--- src/rtl/pipe_pkg.sv ---
// Shared definitions for the pipeline stall/flush controller.
// Holds the RV32I opcode constants, the NOP encoding and the controller
// state type. It also provides helpers that pull the opcode and register
// fields out of a 32-bit instruction word.
package pipe_pkg;

  localparam int unsigned XLEN  = 32;
  localparam int unsigned OPC_W = 5;
  localparam int unsigned REG_W = 5;

  typedef logic [OPC_W-1:0] opc_t;
  typedef logic [REG_W-1:0] reg_idx_t;

  // Opcode field inst[6:2]
  localparam opc_t OPC_LOAD   = 5'b00000;
  localparam opc_t OPC_STORE  = 5'b01000;
  localparam opc_t OPC_BRANCH = 5'b11000;
  localparam opc_t OPC_OP     = 5'b01100;
  localparam opc_t OPC_LUI    = 5'b01101;
  localparam opc_t OPC_AUIPC  = 5'b00101;
  localparam opc_t OPC_JAL    = 5'b11011;

  // addi x0, x0, 0
  localparam logic [XLEN-1:0] NOP = 32'h0000_0013;

  typedef enum logic [1:0] {
    RUN    = 2'd0,
    DRAIN  = 2'd1,
    HALTED = 2'd2,
    ERROR  = 2'd3
  } ctrl_state_e;

  function automatic opc_t get_opc(input logic [XLEN-1:0] inst);
    return inst[6:2];
  endfunction

  function automatic reg_idx_t get_rd(input logic [XLEN-1:0] inst);
    return inst[11:7];
  endfunction

  function automatic reg_idx_t get_rs1(input logic [XLEN-1:0] inst);
    return inst[19:15];
  endfunction

  function automatic reg_idx_t get_rs2(input logic [XLEN-1:0] inst);
    return inst[24:20];
  endfunction

endpackage

--- src/rtl/pipe_ctrl_if.sv ---
// Handshake bundle between the pipeline datapath and pipe_ctrl.
//   master : datapath side, drives hazard/memory/debug inputs
//   slave  : controller side, drives stage enables/flushes and status
interface pipe_ctrl_if;
  import pipe_pkg::*;

  logic [XLEN-1:0] id_inst_i;
  logic [XLEN-1:0] ex_inst_i;
  logic            ex_redirect_i;
  logic            dmem_req_i;
  logic            dmem_ack_i;
  logic            halt_req_i;
  logic            resume_i;

  logic            pc_en_o;
  logic            if_id_en_o;
  logic            if_id_flush_o;
  logic            id_ex_en_o;
  logic            id_ex_flush_o;
  logic            ex_mem_en_o;
  logic            mem_wb_en_o;
  logic            mem_wb_flush_o;
  logic            halted_o;
  logic            mem_err_o;
  logic [31:0]     perf_stall_o;
  logic [31:0]     perf_flush_o;

  modport master (
    output id_inst_i, ex_inst_i, ex_redirect_i, dmem_req_i, dmem_ack_i,
           halt_req_i, resume_i,
    input  pc_en_o, if_id_en_o, if_id_flush_o, id_ex_en_o, id_ex_flush_o,
           ex_mem_en_o, mem_wb_en_o, mem_wb_flush_o, halted_o, mem_err_o,
           perf_stall_o, perf_flush_o
  );

  modport slave (
    input  id_inst_i, ex_inst_i, ex_redirect_i, dmem_req_i, dmem_ack_i,
           halt_req_i, resume_i,
    output pc_en_o, if_id_en_o, if_id_flush_o, id_ex_en_o, id_ex_flush_o,
           ex_mem_en_o, mem_wb_en_o, mem_wb_flush_o, halted_o, mem_err_o,
           perf_stall_o, perf_flush_o
  );
endinterface

--- src/rtl/pipe_ctrl_load_use.sv ---
// load_use_detect: flags a load in EX whose destination register is read
// by the instruction in ID. Forwarding cannot cover this case.
//   i_id_inst  : instruction in ID
//   i_ex_inst  : instruction in EX
//   o_load_use : one-bubble stall required (combinational)
module load_use_detect
  import pipe_pkg::*;
(
  input  logic [XLEN-1:0] i_id_inst,
  input  logic [XLEN-1:0] i_ex_inst,
  output logic            o_load_use
);

  opc_t     w_id_opc;
  reg_idx_t w_ex_rd;
  logic     w_uses_rs1;
  logic     w_uses_rs2;
  logic     w_ex_is_load;
  logic     w_unused;

  assign w_id_opc     = get_opc(i_id_inst);
  assign w_ex_rd      = get_rd(i_ex_inst);
  assign w_ex_is_load = (get_opc(i_ex_inst) == OPC_LOAD);

  // Bits that never take part in hazard detection
  assign w_unused = ^{i_id_inst[31:25], i_id_inst[14:7], i_id_inst[1:0],
                      i_ex_inst[31:12], i_ex_inst[1:0]};

  // U/J formats carry no rs1; only R/S/B formats carry rs2
  assign w_uses_rs1 = (w_id_opc != OPC_LUI) && (w_id_opc != OPC_AUIPC) &&
                      (w_id_opc != OPC_JAL);
  assign w_uses_rs2 = (w_id_opc == OPC_OP) || (w_id_opc == OPC_STORE) ||
                      (w_id_opc == OPC_BRANCH);

  assign o_load_use = w_ex_is_load && (w_ex_rd != '0) &&
                      ((w_uses_rs1 && (w_ex_rd == get_rs1(i_id_inst))) ||
                       (w_uses_rs2 && (w_ex_rd == get_rs2(i_id_inst))));

endmodule

--- src/rtl/pipe_ctrl.sv ---
// pipe_ctrl: stall/flush controller for the 5-stage RV32I pipeline.
// Each cycle it decides whether each pipeline register advances, holds or
// loads a bubble. It handles load-use hazards, EX redirects, dmem wait
// states, debug halt/drain/resume and a sticky dmem timeout error.
//   clk_i, rst_ni : clock, asynchronous active-low reset
//   bus (slave)   : hazard/memory/debug inputs; stage enables and flushes
//                   (combinational), halted_o/mem_err_o (registered),
//                   perf counters
// Optional: define PIPE_CTRL_PERF_EN to build the saturating stall and
// redirect counters. Without it, perf_stall_o and perf_flush_o read 0.
module pipe_ctrl
  import pipe_pkg::*;
#(
  parameter int unsigned MEM_TIMEOUT = 255
) (
  input  logic        clk_i,
  input  logic        rst_ni,
  pipe_ctrl_if.slave  bus
);

  localparam int unsigned CNT_W   = (MEM_TIMEOUT > 0) ? $clog2(MEM_TIMEOUT + 1) : 1;
  localparam int unsigned DRAIN_W = 2;

  ctrl_state_e          r_state,     w_state_nxt;
  logic [DRAIN_W-1:0]   r_drain_cnt, w_drain_nxt;
  logic [CNT_W-1:0]     r_stall_cnt, w_stall_nxt;
  logic                 r_halted,    w_halted_nxt;
  logic                 r_mem_err,   w_mem_err_nxt;

  logic w_load_use;
  logic w_mem_stall;
  logic w_active;
  logic w_timeout;

  load_use_detect u_load_use (
    .i_id_inst  (bus.id_inst_i),
    .i_ex_inst  (bus.ex_inst_i),
    .o_load_use (w_load_use)
  );

  assign w_mem_stall = bus.dmem_req_i && !bus.dmem_ack_i;
  assign w_active    = (r_state == RUN) || (r_state == DRAIN);
  assign w_timeout   = (MEM_TIMEOUT != 0) && (r_stall_cnt == CNT_W'(MEM_TIMEOUT));

  // State and registered status outputs
  always_ff @(posedge clk_i or negedge rst_ni) begin
    if (!rst_ni) begin
      r_state     <= RUN;
      r_drain_cnt <= '0;
      r_stall_cnt <= '0;
      r_halted    <= 1'b0;
      r_mem_err   <= 1'b0;
    end else begin
      r_state     <= w_state_nxt;
      r_drain_cnt <= w_drain_nxt;
      r_stall_cnt <= w_stall_nxt;
      r_halted    <= w_halted_nxt;
      r_mem_err   <= w_mem_err_nxt;
    end
  end

  // Next state and Mealy stage controls
  always_comb begin
    w_state_nxt        = r_state;
    w_drain_nxt        = r_drain_cnt;
    w_stall_nxt        = '0;
    w_halted_nxt       = r_halted;
    w_mem_err_nxt      = r_mem_err;
    bus.pc_en_o        = 1'b0;
    bus.if_id_en_o     = 1'b0;
    bus.if_id_flush_o  = 1'b0;
    bus.id_ex_en_o     = 1'b0;
    bus.id_ex_flush_o  = 1'b0;
    bus.ex_mem_en_o    = 1'b0;
    bus.mem_wb_en_o    = 1'b0;
    bus.mem_wb_flush_o = 1'b0;

    unique case (r_state)
      RUN, DRAIN: begin
        bus.pc_en_o     = 1'b1;
        bus.if_id_en_o  = 1'b1;
        bus.id_ex_en_o  = 1'b1;
        bus.ex_mem_en_o = 1'b1;
        bus.mem_wb_en_o = 1'b1;

        if (w_mem_stall) begin
          // Freeze the front while MEM waits; WB receives a bubble
          bus.pc_en_o        = 1'b0;
          bus.if_id_en_o     = 1'b0;
          bus.id_ex_en_o     = 1'b0;
          bus.ex_mem_en_o    = 1'b0;
          bus.mem_wb_flush_o = 1'b1;
          w_stall_nxt        = (r_stall_cnt == '1) ? r_stall_cnt : r_stall_cnt + CNT_W'(1);
          if (w_timeout) begin
            w_state_nxt   = ERROR;
            w_mem_err_nxt = 1'b1;
          end
        end else if (bus.ex_redirect_i) begin
          // The ID instruction is wrong-path, so any load-use is moot
          bus.if_id_flush_o = 1'b1;
          bus.id_ex_flush_o = 1'b1;
        end else if (w_load_use) begin
          bus.pc_en_o       = 1'b0;
          bus.if_id_en_o    = 1'b0;
          bus.id_ex_flush_o = 1'b1;
        end

        if (r_state == DRAIN) begin
          // Fetch nothing new; only capture a redirect target for resume
          bus.if_id_flush_o = 1'b1;
          bus.pc_en_o       = bus.ex_redirect_i && !w_mem_stall;
          if (!w_mem_stall && !w_load_use) begin
            if (r_drain_cnt == DRAIN_W'(3)) begin
              w_state_nxt  = HALTED;
              w_halted_nxt = 1'b1;
            end else begin
              w_drain_nxt = r_drain_cnt + DRAIN_W'(1);
            end
          end
        end else if (bus.halt_req_i && !w_mem_stall) begin
          w_state_nxt = DRAIN;
          w_drain_nxt = '0;
        end
      end

      HALTED: begin
        if (bus.resume_i) begin
          w_state_nxt  = RUN;
          w_halted_nxt = 1'b0;
        end
      end

      ERROR: begin
      end

      default: begin
      end
    endcase
  end

  assign bus.halted_o  = r_halted;
  assign bus.mem_err_o = r_mem_err;

`ifdef PIPE_CTRL_PERF_EN
  logic [31:0] r_perf_stall;
  logic [31:0] r_perf_flush;
  logic        w_stall_ev;
  logic        w_flush_ev;

  assign w_stall_ev = w_active && (w_mem_stall || w_load_use);
  assign w_flush_ev = w_active && !w_mem_stall && bus.ex_redirect_i;

  // Saturating performance counters
  always_ff @(posedge clk_i or negedge rst_ni) begin
    if (!rst_ni) begin
      r_perf_stall <= '0;
      r_perf_flush <= '0;
    end else begin
      if (w_stall_ev && (r_perf_stall != '1)) r_perf_stall <= r_perf_stall + 32'd1;
      if (w_flush_ev && (r_perf_flush != '1)) r_perf_flush <= r_perf_flush + 32'd1;
    end
  end

  assign bus.perf_stall_o = r_perf_stall;
  assign bus.perf_flush_o = r_perf_flush;
`else
  logic w_unused_active;
  assign w_unused_active  = w_active;
  assign bus.perf_stall_o = '0;
  assign bus.perf_flush_o = '0;
`endif

endmodule

--- src/flat_wrapper.sv ---
// flat-port wrapper written by rule: the top's interface ports become plain ports
module pipe_ctrl_flat import pipe_pkg::*;
#(
  parameter int unsigned MEM_TIMEOUT = 255
)
  (clk_i, rst_ni, bus_id_inst_i, bus_ex_inst_i, bus_ex_redirect_i, bus_dmem_req_i, bus_dmem_ack_i, bus_halt_req_i, bus_resume_i, bus_pc_en_o, bus_if_id_en_o, bus_if_id_flush_o, bus_id_ex_en_o, bus_id_ex_flush_o, bus_ex_mem_en_o, bus_mem_wb_en_o, bus_mem_wb_flush_o, bus_halted_o, bus_mem_err_o, bus_perf_stall_o, bus_perf_flush_o);
  pipe_ctrl_if bus_i ();
  input  logic clk_i;
  input  logic rst_ni;
  input wire logic [$bits(bus_i.id_inst_i)-1:0] bus_id_inst_i;
  input wire logic [$bits(bus_i.ex_inst_i)-1:0] bus_ex_inst_i;
  input wire logic [$bits(bus_i.ex_redirect_i)-1:0] bus_ex_redirect_i;
  input wire logic [$bits(bus_i.dmem_req_i)-1:0] bus_dmem_req_i;
  input wire logic [$bits(bus_i.dmem_ack_i)-1:0] bus_dmem_ack_i;
  input wire logic [$bits(bus_i.halt_req_i)-1:0] bus_halt_req_i;
  input wire logic [$bits(bus_i.resume_i)-1:0] bus_resume_i;
  output wire logic [$bits(bus_i.pc_en_o)-1:0] bus_pc_en_o;
  output wire logic [$bits(bus_i.if_id_en_o)-1:0] bus_if_id_en_o;
  output wire logic [$bits(bus_i.if_id_flush_o)-1:0] bus_if_id_flush_o;
  output wire logic [$bits(bus_i.id_ex_en_o)-1:0] bus_id_ex_en_o;
  output wire logic [$bits(bus_i.id_ex_flush_o)-1:0] bus_id_ex_flush_o;
  output wire logic [$bits(bus_i.ex_mem_en_o)-1:0] bus_ex_mem_en_o;
  output wire logic [$bits(bus_i.mem_wb_en_o)-1:0] bus_mem_wb_en_o;
  output wire logic [$bits(bus_i.mem_wb_flush_o)-1:0] bus_mem_wb_flush_o;
  output wire logic [$bits(bus_i.halted_o)-1:0] bus_halted_o;
  output wire logic [$bits(bus_i.mem_err_o)-1:0] bus_mem_err_o;
  output wire logic [$bits(bus_i.perf_stall_o)-1:0] bus_perf_stall_o;
  output wire logic [$bits(bus_i.perf_flush_o)-1:0] bus_perf_flush_o;
  assign bus_i.id_inst_i = bus_id_inst_i;
  assign bus_i.ex_inst_i = bus_ex_inst_i;
  assign bus_i.ex_redirect_i = bus_ex_redirect_i;
  assign bus_i.dmem_req_i = bus_dmem_req_i;
  assign bus_i.dmem_ack_i = bus_dmem_ack_i;
  assign bus_i.halt_req_i = bus_halt_req_i;
  assign bus_i.resume_i = bus_resume_i;
  assign bus_pc_en_o = bus_i.pc_en_o;
  assign bus_if_id_en_o = bus_i.if_id_en_o;
  assign bus_if_id_flush_o = bus_i.if_id_flush_o;
  assign bus_id_ex_en_o = bus_i.id_ex_en_o;
  assign bus_id_ex_flush_o = bus_i.id_ex_flush_o;
  assign bus_ex_mem_en_o = bus_i.ex_mem_en_o;
  assign bus_mem_wb_en_o = bus_i.mem_wb_en_o;
  assign bus_mem_wb_flush_o = bus_i.mem_wb_flush_o;
  assign bus_halted_o = bus_i.halted_o;
  assign bus_mem_err_o = bus_i.mem_err_o;
  assign bus_perf_stall_o = bus_i.perf_stall_o;
  assign bus_perf_flush_o = bus_i.perf_flush_o;
  pipe_ctrl #(.MEM_TIMEOUT(MEM_TIMEOUT)) u_core (.clk_i(clk_i), .rst_ni(rst_ni), .bus(bus_i));
endmodule
--- config.mk ---
export PLATFORM = sky130hd
export DESIGN_NAME = pipe_ctrl_flat
export DESIGN_NICKNAME = d
export VERILOG_FILES = /design/src/rtl/pipe_pkg.sv /design/src/rtl/pipe_ctrl_if.sv /design/src/rtl/pipe_ctrl_load_use.sv /design/src/rtl/pipe_ctrl.sv /design/src/flat_wrapper.sv
export SDC_FILE = /design/constraint.sdc
export NUM_CORES = 1
export LEC_CHECK = 0
export BUFFER_PORTS_ARGS = -buffer_cell sky130_fd_sc_hd__buf_2
export CAP_MARGIN = 15
export CORE_AREA = 4 4 57 84
export CTS_BUF_LIST = sky130_fd_sc_hd__clkbuf_8
export DETAILED_ROUTE_END_ITERATION = 10
export DIE_AREA = 0 0 61 88
export GPL_TIMING_DRIVEN = 0
export PLACE_DENSITY = 0.82
export RECOVER_POWER = 100
export SLEW_MARGIN = 5
export SYNTH_ARGS = -nofsm -noshare
export SYNTH_HDL_FRONTEND = slang
export SYNTH_SLANG_ARGS = --single-unit
export TNS_END_PERCENT = 1
--- constraint.sdc ---
create_clock -name clk_i -period 2.3 [get_ports clk_i]
set_clock_uncertainty 0.15 [all_clocks]
set_input_delay 0.46 -clock clk_i [delete_from_list [all_inputs] [get_ports clk_i]]
set_output_delay 0.46 -clock clk_i [all_outputs]
set_load 0.01 [all_outputs]
== Word level (Yosys, flattened, before mapping) ==
Cells that the tools add are included.

* Bits of input ports: 71
* Logic and storage cells: 91
* Bits in registers: 14

* Eq/ne operators: 19
* $add $sub $neg: 2
* Multiplexer cells: 39
* Reductions and logical operators: 26

{| class="wikitable"
|+ Operator list
! kind !! count
|-
| 8-bit two-way mux || 3
|-
| 1-bit two-way mux || 23
|-
| 2-bit two-way mux || 11
|-
| 5-bit by 4-bit equality test with 1-bit output, second input constant || 2
|-
| 5-bit equality test || 2
|-
| 1-bit logical AND || 10
|-
| 8-bit by 1-bit adder with 8-bit output, second input constant || 1
|-
| 8-bit equality test, second input constant || 1
|-
| 2-bit by 1-bit inequality test with 1-bit output, second input constant || 3
|-
| 2-bit inequality test, second input constant || 3
|-
| 5-bit equality test, second input constant || 1
|-
| 5-bit zero test || 1
|-
| 5-bit by 3-bit inequality test with 1-bit output, second input constant || 1
|-
| 5-bit by 4-bit inequality test with 1-bit output, second input constant || 1
|-
| 5-bit inequality test, second input constant || 1
|-
| 5-bit AND reduction || 1
|-
| 5-bit nonzero test || 1
|-
| 2-bit equality test, second input constant || 2
|-
| 2-bit one-hot mux with 2 select lines || 1
|-
| 4-bit AND reduction || 1
|-
| 2-bit nonzero test || 2
|-
| 1-bit zero test || 3
|-
| 1-bit logical OR || 3
|-
| 3-bit inequality test, second input constant || 1
|-
| 7 further kinds || 7
|}

== Depth between registers and ports, before layout ==
Gate-level depths: netlist of run 1.

* Depth after elaboration: 11
* Depth in mapped cells: 6
* Depth with buffers taken out: 6

== Modules after synthesis ==
A second synthesis of run 1 with hierarchy kept.

* Cell total of the unflattened synthesis: 191
* Area total of the unflattened synthesis: 1589.0 um2

{| class="wikitable"
|+ By module, submodules not included
! module !! times used !! cells an instance !! area an instance (um2)
|-
| pipe_ctrl || 1 || 168 || 1411.4
|-
| load_use_detect || 1 || 23 || 177.7
|}

== Worst setup path before layout of run 1 ==
OpenSTA, ideal clock, no wires.

* Kind: input port to output port
* Start point: input bus_ex_inst_i[8]
* End point: output bus_pc_en_o
* Required time: 1690 ps
* Arrival time: 1652 ps
* Stages: 5
* Slack: 38 ps
* Cell sequence: or4_4 -> o211ai_4 -> nor3_4 -> nor3_1 -> o21a_1

* Cells in the longest elaborated chain, start to end: 9
* Elaborated cells between the ends (all ways): 13

{| class="wikitable"
|+ RTL lines
! what !! RTL line !! text
|-
| from (decl) || flat_wrapper.sv:11 || <nowiki>input wire logic [$bits(bus_i.ex_inst_i)-1:0] bus_ex_inst_i;</nowiki>
|-
| 5-bit equality test, on equally long branches || pipe_ctrl_load_use.sv:36, pipe_ctrl_load_use.sv:37 ||
|-
| 1-bit logical AND, on equally long branches || pipe_ctrl_load_use.sv:36, pipe_ctrl_load_use.sv:37 ||
|-
| 1-bit logical OR || pipe_ctrl_load_use.sv:36 || <nowiki>((w_uses_rs1 && (w_ex_rd == get_rs1(i_id_inst))) ||</nowiki>
|-
| 1-bit logical AND * || pipe_ctrl_load_use.sv:35 || <nowiki>assign o_load_use = w_ex_is_load && (w_ex_rd != '0) &&</nowiki>
|-
| 1-bit two-way mux * || pipe_ctrl.sv:102 || <nowiki>end else if (w_load_use) begin</nowiki>
|-
| 1-bit two-way mux * || pipe_ctrl.sv:98 || <nowiki>end else if (bus.ex_redirect_i) begin</nowiki>
|-
| 1-bit two-way mux * || pipe_ctrl.sv:86 || <nowiki>if (w_mem_stall) begin</nowiki>
|-
| 1-bit two-way mux * || pipe_ctrl.sv:108 || <nowiki>if (r_state == DRAIN) begin</nowiki>
|-
| 1-bit two-way mux * || pipe_ctrl.sv:78 || <nowiki>unique case (r_state)</nowiki>
|-
| to (decl) || flat_wrapper.sv:17 || <nowiki>output wire logic [$bits(bus_i.pc_en_o)-1:0] bus_pc_en_o;</nowiki>
|}

Mark *: on every way between the ends. The rest lies on a longest branch, timed or not.

== Worst setup path after layout of run 1 ==
* Start point: input bus_ex_inst_i[8]
* End point: output bus_id_ex_flush_o

* Cells in the longest elaborated chain, start to end: 8
* Elaborated cells between the ends (all ways): 12

{| class="wikitable"
|+ RTL lines
! what !! RTL line !! text
|-
| 5-bit equality test, on equally long branches || pipe_ctrl_load_use.sv:36, pipe_ctrl_load_use.sv:37 ||
|-
| 1-bit logical AND, on equally long branches || pipe_ctrl_load_use.sv:36, pipe_ctrl_load_use.sv:37 ||
|-
| 1-bit logical OR || pipe_ctrl_load_use.sv:36 ||
|-
| 1-bit logical AND * || pipe_ctrl_load_use.sv:35 ||
|-
| 1-bit two-way mux * || pipe_ctrl.sv:102 ||
|-
| 1-bit two-way mux * || pipe_ctrl.sv:98 ||
|-
| 1-bit two-way mux * || pipe_ctrl.sv:86 ||
|-
| 1-bit two-way mux * || pipe_ctrl.sv:78 ||
|-
| to (decl) || flat_wrapper.sv:21 || <nowiki>output wire logic [$bits(bus_i.id_ex_flush_o)-1:0] bus_id_ex_flush_o;</nowiki>
|}

Marked as above.

==> results of run 1 <==
## flip-flops by register name, summed over array words and instances, names as in the netlist
signal / flops
u_core.r_state: 2
u_core.bus.mem_err_o: 1
u_core.bus.halted_o: 1
u_core.r_stall_cnt: 8
u_core.r_drain_cnt: 2
## layout make-up
| type | count | area [sq um] | share of cell area |
|---|---|---|---|
| Multi-Input combinational cell | 150 | 862 | 0.413 |
| Tap cell | 45 | 56.3 | 0.0270 |
| Sequential cell | 14 | 350 | 0.168 |
| Clock buffer | 4 | 55.1 | 0.0264 |
| Buffer | 66 | 492 | 0.236 |
| Inverter | 5 | 18.8 | 0.00899 |
| Timing Repair Buffer | 46 | 253 | 0.121 |
## timing repair
item	CTS	global route
gates resized for setup	6	2
endpoints found under the setup margin	3	4
cloned	0	0
hold buffers	1	0
buffers inserted	4	0
endpoints found under the hold margin	14	0
pin swaps	3	3
## cell usage after synthesis, drive strengths merged
master / number
nor4: 2
conb: 1
clkbuf: 1
o31ai: 1
mux2i: 2
nor2: 10
inv: 5
nor3b: 1
xor2: 1
nand4b: 1
xnor2: 11
nor3: 4
a2111oi: 1
or4: 1
nand2b: 2
a31oi: 4
o21a: 3
o31a: 2
and3: 2
nand4: 3
mux2: 1
dfrtp: 14
o21ai: 7
nor2b: 1
o211ai: 1
buf: 65
nand3: 8
ha: 2
a21oi: 3
o211a: 1
a211oi: 2
a21o: 2
nand2: 6
o21bai: 1
## routing by layer
metal  wire [um]  global-route usage  vias to the layer above
met1        1060               0.128                      552
li1            -                   -                      686
met5           0                   0                        -
met3         461              0.0339                        7
met4          57              0.0434                        0
met2        1660               0.211                       90
## kinds of logic (layout without fill, tap and decap cells)
family,Yosys count,count (layout),share of synthesized area
buffers and inverters,71,121,0.342
and+or+nand+nor,41,41,0.166
AOI/OAI and AO/OA,28,28,0.147
DFF,14,14,0.235
xor gates and xnor gates,12,12,0.0704
muxes,3,3,0.0210
adders and majority gates,2,2,0.0168
other,1,64,0.00251
## worst max path at each step
| stage | startpoint | to | slack [ns] |
|---|---|---|---|
| floorplan | bus_ex_inst_i[8] | bus_pc_en_o | 0.04 |
| global placement | bus_ex_inst_i[3] | bus_pc_en_o | -0.26 |
| detailed placement | bus_ex_inst_i[3] | bus_pc_en_o | -0.30 |
| CTS | bus_ex_inst_i[3] | bus_if_id_en_o | -0.17 |
| global route | bus_ex_inst_i[8] | bus_pc_en_o | -0.19 |
| finish | bus_ex_inst_i[8] | bus_id_ex_flush_o | -0.16 |
## where the power goes
group	switching, uW	internal [uW]	leakage (uW)
Combinational	297	259	0.000975
Sequential	44.1	296	0.000183
Clock	84.6	152	0.0000288
Total	426	707	0.00119
## per-stage QoR
step	std cells	power [uW]
3_3_place_gp	321	888
3_5_place_dp	321	909
4_1_cts	330	1160
6_report	330	1130
2_1_floorplan	235	749
5_1_grt	330	1220
==> flow_summary_export.csv, run 1 <==
group,metric,value,unit
run_status,status,"finished with violations",
run_status,violations,"negative setup slack",
routing,ant_nets,0,
pwr,leakagePower,0.00119,uW
cts,cts_inserted_buffers,3,
final_layout,final_common_cell,"buf_4",
final_layout,syn2layout_area_growth,39.8,%
cts,cts.sinks,14,
cts,h-tree-depth,1,
timing,worst_pin_slew,0.731,ns
worst_hold_path,hold_path_end,"u_core.bus.mem_err_o",
final_layout,layout-drive-gt1-share,0.393,
critical_path,setup.worst_path.class,"in2out",
synthesis,netlist_area,0.00149,sq mm
final_layout,layout_common_cells,"buf_4 (69), conb_1 (64), buf_2 (29)",
routing,wl_per_cell,9.79,um
routing,drt-vias-per-instance,4.05,
synthesis,synth-seq-cells,14,
floorplan,die_h,88,um
synthesis,avgSynthCellArea,8.68,sq um
cts,path_clk_slew,0.06,ns
critical_path,r2r-start,"u_core.r_stall_cnt[0]",
critical_path,worst-path-buf-inv,2,
critical_path,worst_setup_path_end_kind,"output pin",
floorplan,die_x,61,um
timing,fin_setup_tns,-0.387,ns
timing,setup_viol,3,
worst_hold_path,hold_path_class,"reg2reg",
critical_path,reg2reg_to,"u_core.r_state[1]",
floorplan,row_count,28,
timing,post-route-period-util,1.07,
global_route,antenna_found_initial,0,
global_route,grt_overflow,0,
flow_run,cap_violations,0,
global_route,grt_max_degree,15,
place,placedInstanceArea,0.00199,sq mm
final_layout,final_area,0.00209,sq mm
timing,finalHoldViolCount,0,
worst_hold_path,whs_path_depth,1,
synthesis,synthCells,172,
synthesis,synthDistinctLibCells,37,
timing,period_needed,2.46,ns
timing,rsz0062_at_grt,"true",
timing,final_max_slew_viol_count,0,
synthesis,ys_top_cells_by_area,"buf_4 (33%), dfrtp_1 (23%), xnor2_1 (6.5%), nand3_1 (2.7%), nor2_1 (2.5%)",
synthesis,synth_area_leader_cell,"buf_4",
critical_path,path_delay_family,"simple AND/OR/NAND/NOR gates",
final_layout,n_fill_cell,391,
timing,fmax,406,MHz
routing,drtIter0Drc,12,
place,numPortBuffers,41,
floorplan,io-pin-count,145,
critical_path,path_cells,"buf_6, or4_4, o211ai_4, nor3_4, o31a_1, buf_2",
timing,whs,0.307,ns
routing,dr_total_vias,1335,
floorplan,core_area,0.00399,sq mm
cts,clock_latency,0.24,ns
global_route,grt_pass1_vias,1243,
critical_path,r2r_slack,0.42,ns
synthesis,netlist.area_leader.share,0.327,
place,gp_congestion,0.869,
final_layout,final_util,0.523,
routing,post-route-drc-count,0,
critical_path,reg2regPathDepth,6,
final_layout,nets,359,
worst_hold_path,min_from,"u_core.bus.mem_err_o",
floorplan,dieArea,0.00537,sq mm
critical_path,crit_fanout,5,
final_layout,diodes,0,
critical_path,cp.arrival,1.85,ns
critical_path,required,1.69,ns
timing,slew_headroom,0.513,
critical_path,cp-start-kind,"input port",
floorplan,initial_core_util,0.374,
cts,cts_root_buf,"clkbuf_8",
critical_path,slowest_delay,0.54,ns
global_route,grt_pass1_wl,5.00,mm
place,dp_hpwl,2.81,mm
pwr,vdd_ir_drop_max,0.540,mV
critical_path,crit_cells,6,
cts,cts_tree,"yes",
critical_path,slowest_stage,"or4_4",
synthesis,yosys_warnings,0,
routing,first_pass_iters,3,
pwr,cellPowerDensity,543,mW/mm^2
cts,clock_path_buffers,2,
routing,drt-total-wl,3.23,mm
synthesis,yosysSeqAreaShare,0.235,
place,dpl_worst_slack,-0.298,ns
timing,fin_ws,-0.160,ns
global_route,grtUsageTotal,0.118,
(Power assumes the default switching activity.)
==> inputs of run 2 (changes only) <==
Settings changed: CORE_AREA 4 4 57 84 to 4 4 60 89, DIE_AREA 0 0 61 88 to 0 0 64 93, PLACE_DENSITY 0.82 to 0.77.
Clock period 2.3 ns to 2.1 ns, I/O delays scaled along.
==> flow_summary_export.csv, run 2 (same netlist as run 1, synthesis figures left out) <==
group,metric,value,unit
timing,setup_viol,3,
timing,worst_pin_slew,0.742,ns
pwr,leakagePower,0.00120,uW
global_route,grt_max_degree,15,
routing,wl_per_cell,9.18,um
routing,post-route-drc-count,0,
global_route,grt_pass1_vias,1294,
floorplan,die_h,93,um
floorplan,die_x,64,um
place,dpl_worst_slack,-0.375,ns
routing,first_pass_iters,5,
routing,dr_total_vias,1339,
critical_path,cp-start-kind,"input port",
cts,cts_inserted_buffers,3,
timing,fmax,425,MHz
pwr,internal_power,743,uW
worst_hold_path,hold_path_class,"reg2reg",
timing,fin_setup_tns,-0.687,ns
place,dp_hpwl,2.73,mm
timing,post-route-period-util,1.12,
cts,cts_tree,"yes",
final_layout,largest_reg_flops,8,
place,gp_congestion,0.821,
cts,cts.sinks,14,
global_route,grt_overflow,0,
routing,drtIter0Drc,11,
final_layout,largest_register,"u_core.r_stall_cnt",
global_route,grtUsageTotal,0.105,
final_layout,nets,358,
cts,clock_path_buffers,2,
run_status,status,"finished with violations",
floorplan,row_count,30,
critical_path,cp.arrival,1.78,ns
routing,drt-total-wl,3.18,mm
timing,fin_ws,-0.252,ns
final_layout,final_common_cell,"buf_4",
timing,period_needed,2.35,ns
cts,clock_latency,0.24,ns
timing,final_max_slew_viol_count,0,
cts,cts_root_buf,"clkbuf_8",
final_layout,layout_common_cells,"buf_4 (68), conb_1 (64), buf_2 (30)",
critical_path,setup.worst_path.class,"in2out",
flow_run,cap_violations,0,
run_status,violations,"negative setup slack",
global_route,antenna_found_initial,0,
pwr,p_comb_frac,0.515,
pwr,p_switching,458,uW
floorplan,dieArea,0.00595,sq mm
critical_path,required,1.53,ns
routing,ant_nets,0,
pwr,cellPowerDensity,566,mW/mm^2
floorplan,initial_core_util,0.329,
final_layout,layout-drive-gt1-share,0.413,
floorplan,core_area,0.00454,sq mm
floorplan,io-pin-count,145,
timing,slew_headroom,0.505,
final_layout,reg.largest.list,"u_core.r_stall_cnt x8, u_core.r_drain_cnt x2, u_core.r_state x2",
timing,finalHoldViolCount,0,
final_layout,syn2layout_area_growth,42.2,%
place,numPortBuffers,41,
global_route,grt_pass1_wl,5.20,mm
pwr,vdd_ir_drop_max,0.491,mV
timing,rsz0062_at_grt,"true",
cts,h-tree-depth,1,
cts,path_clk_slew,0.05,ns
final_layout,diodes,0,
routing,drt-vias-per-instance,3.86,
pwr,p_sw_frac,0.381,
pwr,sequentialPowerShare,0.309,
critical_path,worst_setup_path_end_kind,"output pin",
critical_path,crit_fanout,4,
pwr,clock_power_share,0.176,
-- run 2: repair_timing --
action                                  4_1_cts  5_1_grt
endpoints found under the setup margin        4        4
buffers inserted                              2        1
resized for setup                             6        5
pin swaps                                     6        7
hold buffers                                  1        0
endpoints found under the hold margin        14        0
-- run 2: worst paths after layout --
kind | startpoint | endpoint | slack (ns) | cells after the start
max | bus_ex_inst_i[11] | bus_id_ex_flush_o | -0.25 | 6
min | u_core.bus.mem_err_o | u_core.bus.mem_err_o | 0.31 | 1
max reg2reg | u_core.r_stall_cnt[0] | u_core.r_state[1] | 0.26 | 6
min reg2reg | u_core.bus.mem_err_o | u_core.bus.mem_err_o | 0.31 | 1
max in group asynchronous | rst_ni | u_core.bus.mem_err_o | 0.72 | 2
min in group asynchronous | rst_ni | u_core.r_stall_cnt[4] | 0.61 | 2
-- run 2: final cells by class --
| cell class | count | area, sq um |
|---|---|---|
| Timing Repair Buffer | 45 | 251 |
| Fill cell | 463 | 2420 |
| Tap cell | 64 | 80.1 |
| Multi-Input combinational cell | 150 | 888 |
| Sequential cell | 14 | 350 |
| Inverter | 5 | 18.8 |
| Buffer | 66 | 492 |
| Clock buffer | 3 | 41.3 |
-- run 2: worst max-delay path, stage by stage --
cell and delay [ns]:
buf_8 0.09, or4_4 0.54, o211ai_4 0.24, nor3_4 0.08, o31a_1 0.28, buf_2 0.14
-- run 2: layer usage --
layer / vias to the layer above / part of all wire / track usage
met5: - / 0 / 0
met4: 0 / 0.014 / 0.0378
met3: 6 / 0.12 / 0.0300
met2: 84 / 0.50 / 0.196
met1: 572 / 0.36 / 0.109
li1: 677 / - / -
-- run 2: stage by stage --
step / utilization / std cells / instance area, sq um / hold slack, ns / total power (uW)
floorplan: - / 235 / 1730 / -0.0256 / 821
global placement: 0.444 / 340 / 2010 / 0.178 / 976
detailed placement: 0.444 / 340 / 2010 / 0.183 / 993
CTS: 0.464 / 346 / 2110 / 0.313 / 1220
global route: 0.467 / 347 / 2120 / 0.327 / 1300
finish: 0.467 / 347 / 2120 / 0.307 / 1200
-- run 2: power groups by stage --
stage / logic (uW) / clock network, uW / registers (uW)
after detailed placement: 616 / 0 / 377
after global placement: 603 / 0 / 373
after floorplan: 453 / 0 / 368
after global routing: 697 / 226 / 381
after CTS: 626 / 218 / 372
final: 618 / 212 / 371
==> inputs of run 3 (changes only) <==
Settings changed: PLACE_DENSITY 0.77 to default, PLACE_DENSITY_LB_ADDON from default to 0.1.
==> flow_summary_export.csv, run 3 (same netlist as run 1, synthesis figures left out) <==
group,metric,value,unit
global_route,antenna_found_initial,0,
routing,drt-total-wl,3.40,mm
final_layout,final_cells,350,
pwr,leakagePower,0.00121,uW
cts,cts_inserted_buffers,3,
place,dpl_worst_slack,-0.404,ns
cts,cts.sinks,14,
routing,ant_nets,0,
global_route,grtUsageTotal,0.105,
final_layout,syn2layout_area_growth,44.2,%
floorplan,io-pin-count,145,
critical_path,worst_setup_path_end_kind,"output pin",
global_route,grt_overflow,0,
cts,cts_root_buf,"clkbuf_8",
final_layout,layout_common_cells,"buf_4 (69), conb_1 (64), buf_2 (30)",
worst_hold_path,hold_path_class,"reg2reg",
routing,post-route-drc-count,0,
run_status,status,"finished with violations",
cts,clock_path_buffers,2,
pwr,p_comb_frac,0.506,
routing,drtIter0Drc,21,
cts,h-tree-depth,1,
pwr,clock_power_share,0.202,
routing,wl_per_cell,9.71,um
critical_path,required,1.53,ns
critical_path,cp-start-kind,"input port",
place,dp_hpwl,2.87,mm
timing,finalHoldViolCount,0,
pwr,p_sw_frac,0.370,
timing,fmax,417,MHz
floorplan,initial_core_util,0.329,
final_layout,layout-drive-gt1-share,0.416,
timing,period_needed,2.40,ns
final_layout,reg.largest.list,"u_core.r_stall_cnt x8, u_core.r_drain_cnt x2, u_core.r_state x2",
timing,fin_setup_tns,-0.833,ns
floorplan,die_x,64,um
global_route,grt_pass1_wl,5.21,mm
routing,dr_total_vias,1298,
place,gp_congestion,0.786,
floorplan,row_count,30,
routing,drt-vias-per-instance,3.71,
cts,path_clk_slew,0.06,ns
timing,final_max_slew_viol_count,0,
final_layout,largest_reg_flops,8,
cts,cts_tree,"yes",
final_layout,n_fill_cell,456,
place,dp.cells,340,
floorplan,core_area,0.00454,sq mm
critical_path,cp.arrival,1.83,ns
global_route,grt_max_degree,15,
pwr,vdd_ir_drop_max,0.333,mV
timing,fin_ws,-0.298,ns
critical_path,setup.worst_path.class,"in2out",
final_layout,largest_register,"u_core.r_stall_cnt",
critical_path,crit_fanout,5,
floorplan,die_h,93,um
routing,first_pass_iters,4,
timing,worst_pin_slew,0.767,ns
pwr,internal_power,792,uW
pwr,cellPowerDensity,584,mW/mm^2
pwr,p_switching,465,uW
run_status,violations,"negative setup slack",
timing,slew_headroom,0.488,
floorplan,dieArea,0.00595,sq mm
place,numPortBuffers,41,
timing,post-route-period-util,1.14,
cts,clock_latency,0.24,ns
final_layout,nets,360,
timing,setup_viol,3,
pwr,sequentialPowerShare,0.292,
flow_run,cap_violations,0,
timing,rsz0062_at_grt,"true",
final_layout,final_common_cell,"buf_4",
final_layout,diodes,0,
pwr,total_power,1260,uW
global_route,grt_pass1_vias,1160,
## run 3: cell types whose count changed in the layout (fill, tap and decap cells not counted), sizes merged
| cell | previous run | this run |
|---|---|---|
| buf | 101 | 103 |
| clkbuf | 12 | 13 |
## run 3: power groups by stage
stage          sequential (uW)  clock (uW)  combinational (uW)
6_report                   367         254                 636
4_1_cts                    368         261                 647
3_5_place_dp               373           0                 629
5_1_grt                    378         277                 712
3_3_place_gp               372           0                 627
2_1_floorplan              368           0                 453
## run 3: worst paths after layout
check / endpoint / cells after the start / from / slack (ns)
worst max-delay path: bus_id_ex_flush_o / 6 / bus_ex_inst_i[11] / -0.30
worst min-delay path: u_core.bus.mem_err_o / 1 / u_core.bus.mem_err_o / 0.31
worst max register to register: u_core.r_state[1] / 6 / u_core.r_stall_cnt[0] / 0.22
worst min register to register: u_core.bus.mem_err_o / 1 / u_core.bus.mem_err_o / 0.31
max in group asynchronous: u_core.r_stall_cnt[4] / 2 / rst_ni / 0.70
min in group asynchronous: u_core.bus.mem_err_o / 2 / rst_ni / 0.62
## run 3: critical path, stage by stage
cell and delay, ns:
buf_8 0.09, or4_4 0.54, o211ai_4 0.27, nor3_4 0.08
o31a_1 0.28, buf_2 0.14
## run 3: what timing repair did
action / CTS / global route
hold buffers: 1 / 0
setup endpoints to repair: 4 / 4
endpoints found under the hold margin: 14 / 0
gates resized for setup: 8 / 2
buffers inserted: 5 / 0
pin swaps: 5 / 4
## run 3: metrics by stage
| stage | hold slack, ns | utilization | cell area (sq um) |
|---|---|---|---|
| 2_1_floorplan | -0.0256 | - | 1730 |
| 3_3_place_gp | 0.188 | 0.444 | 2010 |
| 3_5_place_dp | 0.188 | 0.444 | 2010 |
| 4_1_cts | 0.310 | 0.473 | 2150 |
| 5_1_grt | 0.342 | 0.474 | 2150 |
| 6_report | 0.311 | 0.474 | 2150 |
## run 3: layer usage
metal / track usage / vias up / part of all wire
met2: 0.204 / 52 / 0.54
met1: 0.114 / 559 / 0.36
met4: 0.0162 / 0 / 0.0053
met3: 0.0252 / 2 / 0.094
met5: 0 / - / 0
li1: - / 685 / -
## run 3: cell type report
cell class | count | area (sq um) | area share
buffer | 66 | 492 | 0.228
clock buffer | 4 | 55.1 | 0.0256
inverter | 5 | 18.8 | 0.00872
multi-input combinational | 150 | 885 | 0.411
sequential | 14 | 350 | 0.163
tap | 64 | 80.1 | 0.0372
timing repair buffer | 47 | 272 | 0.126
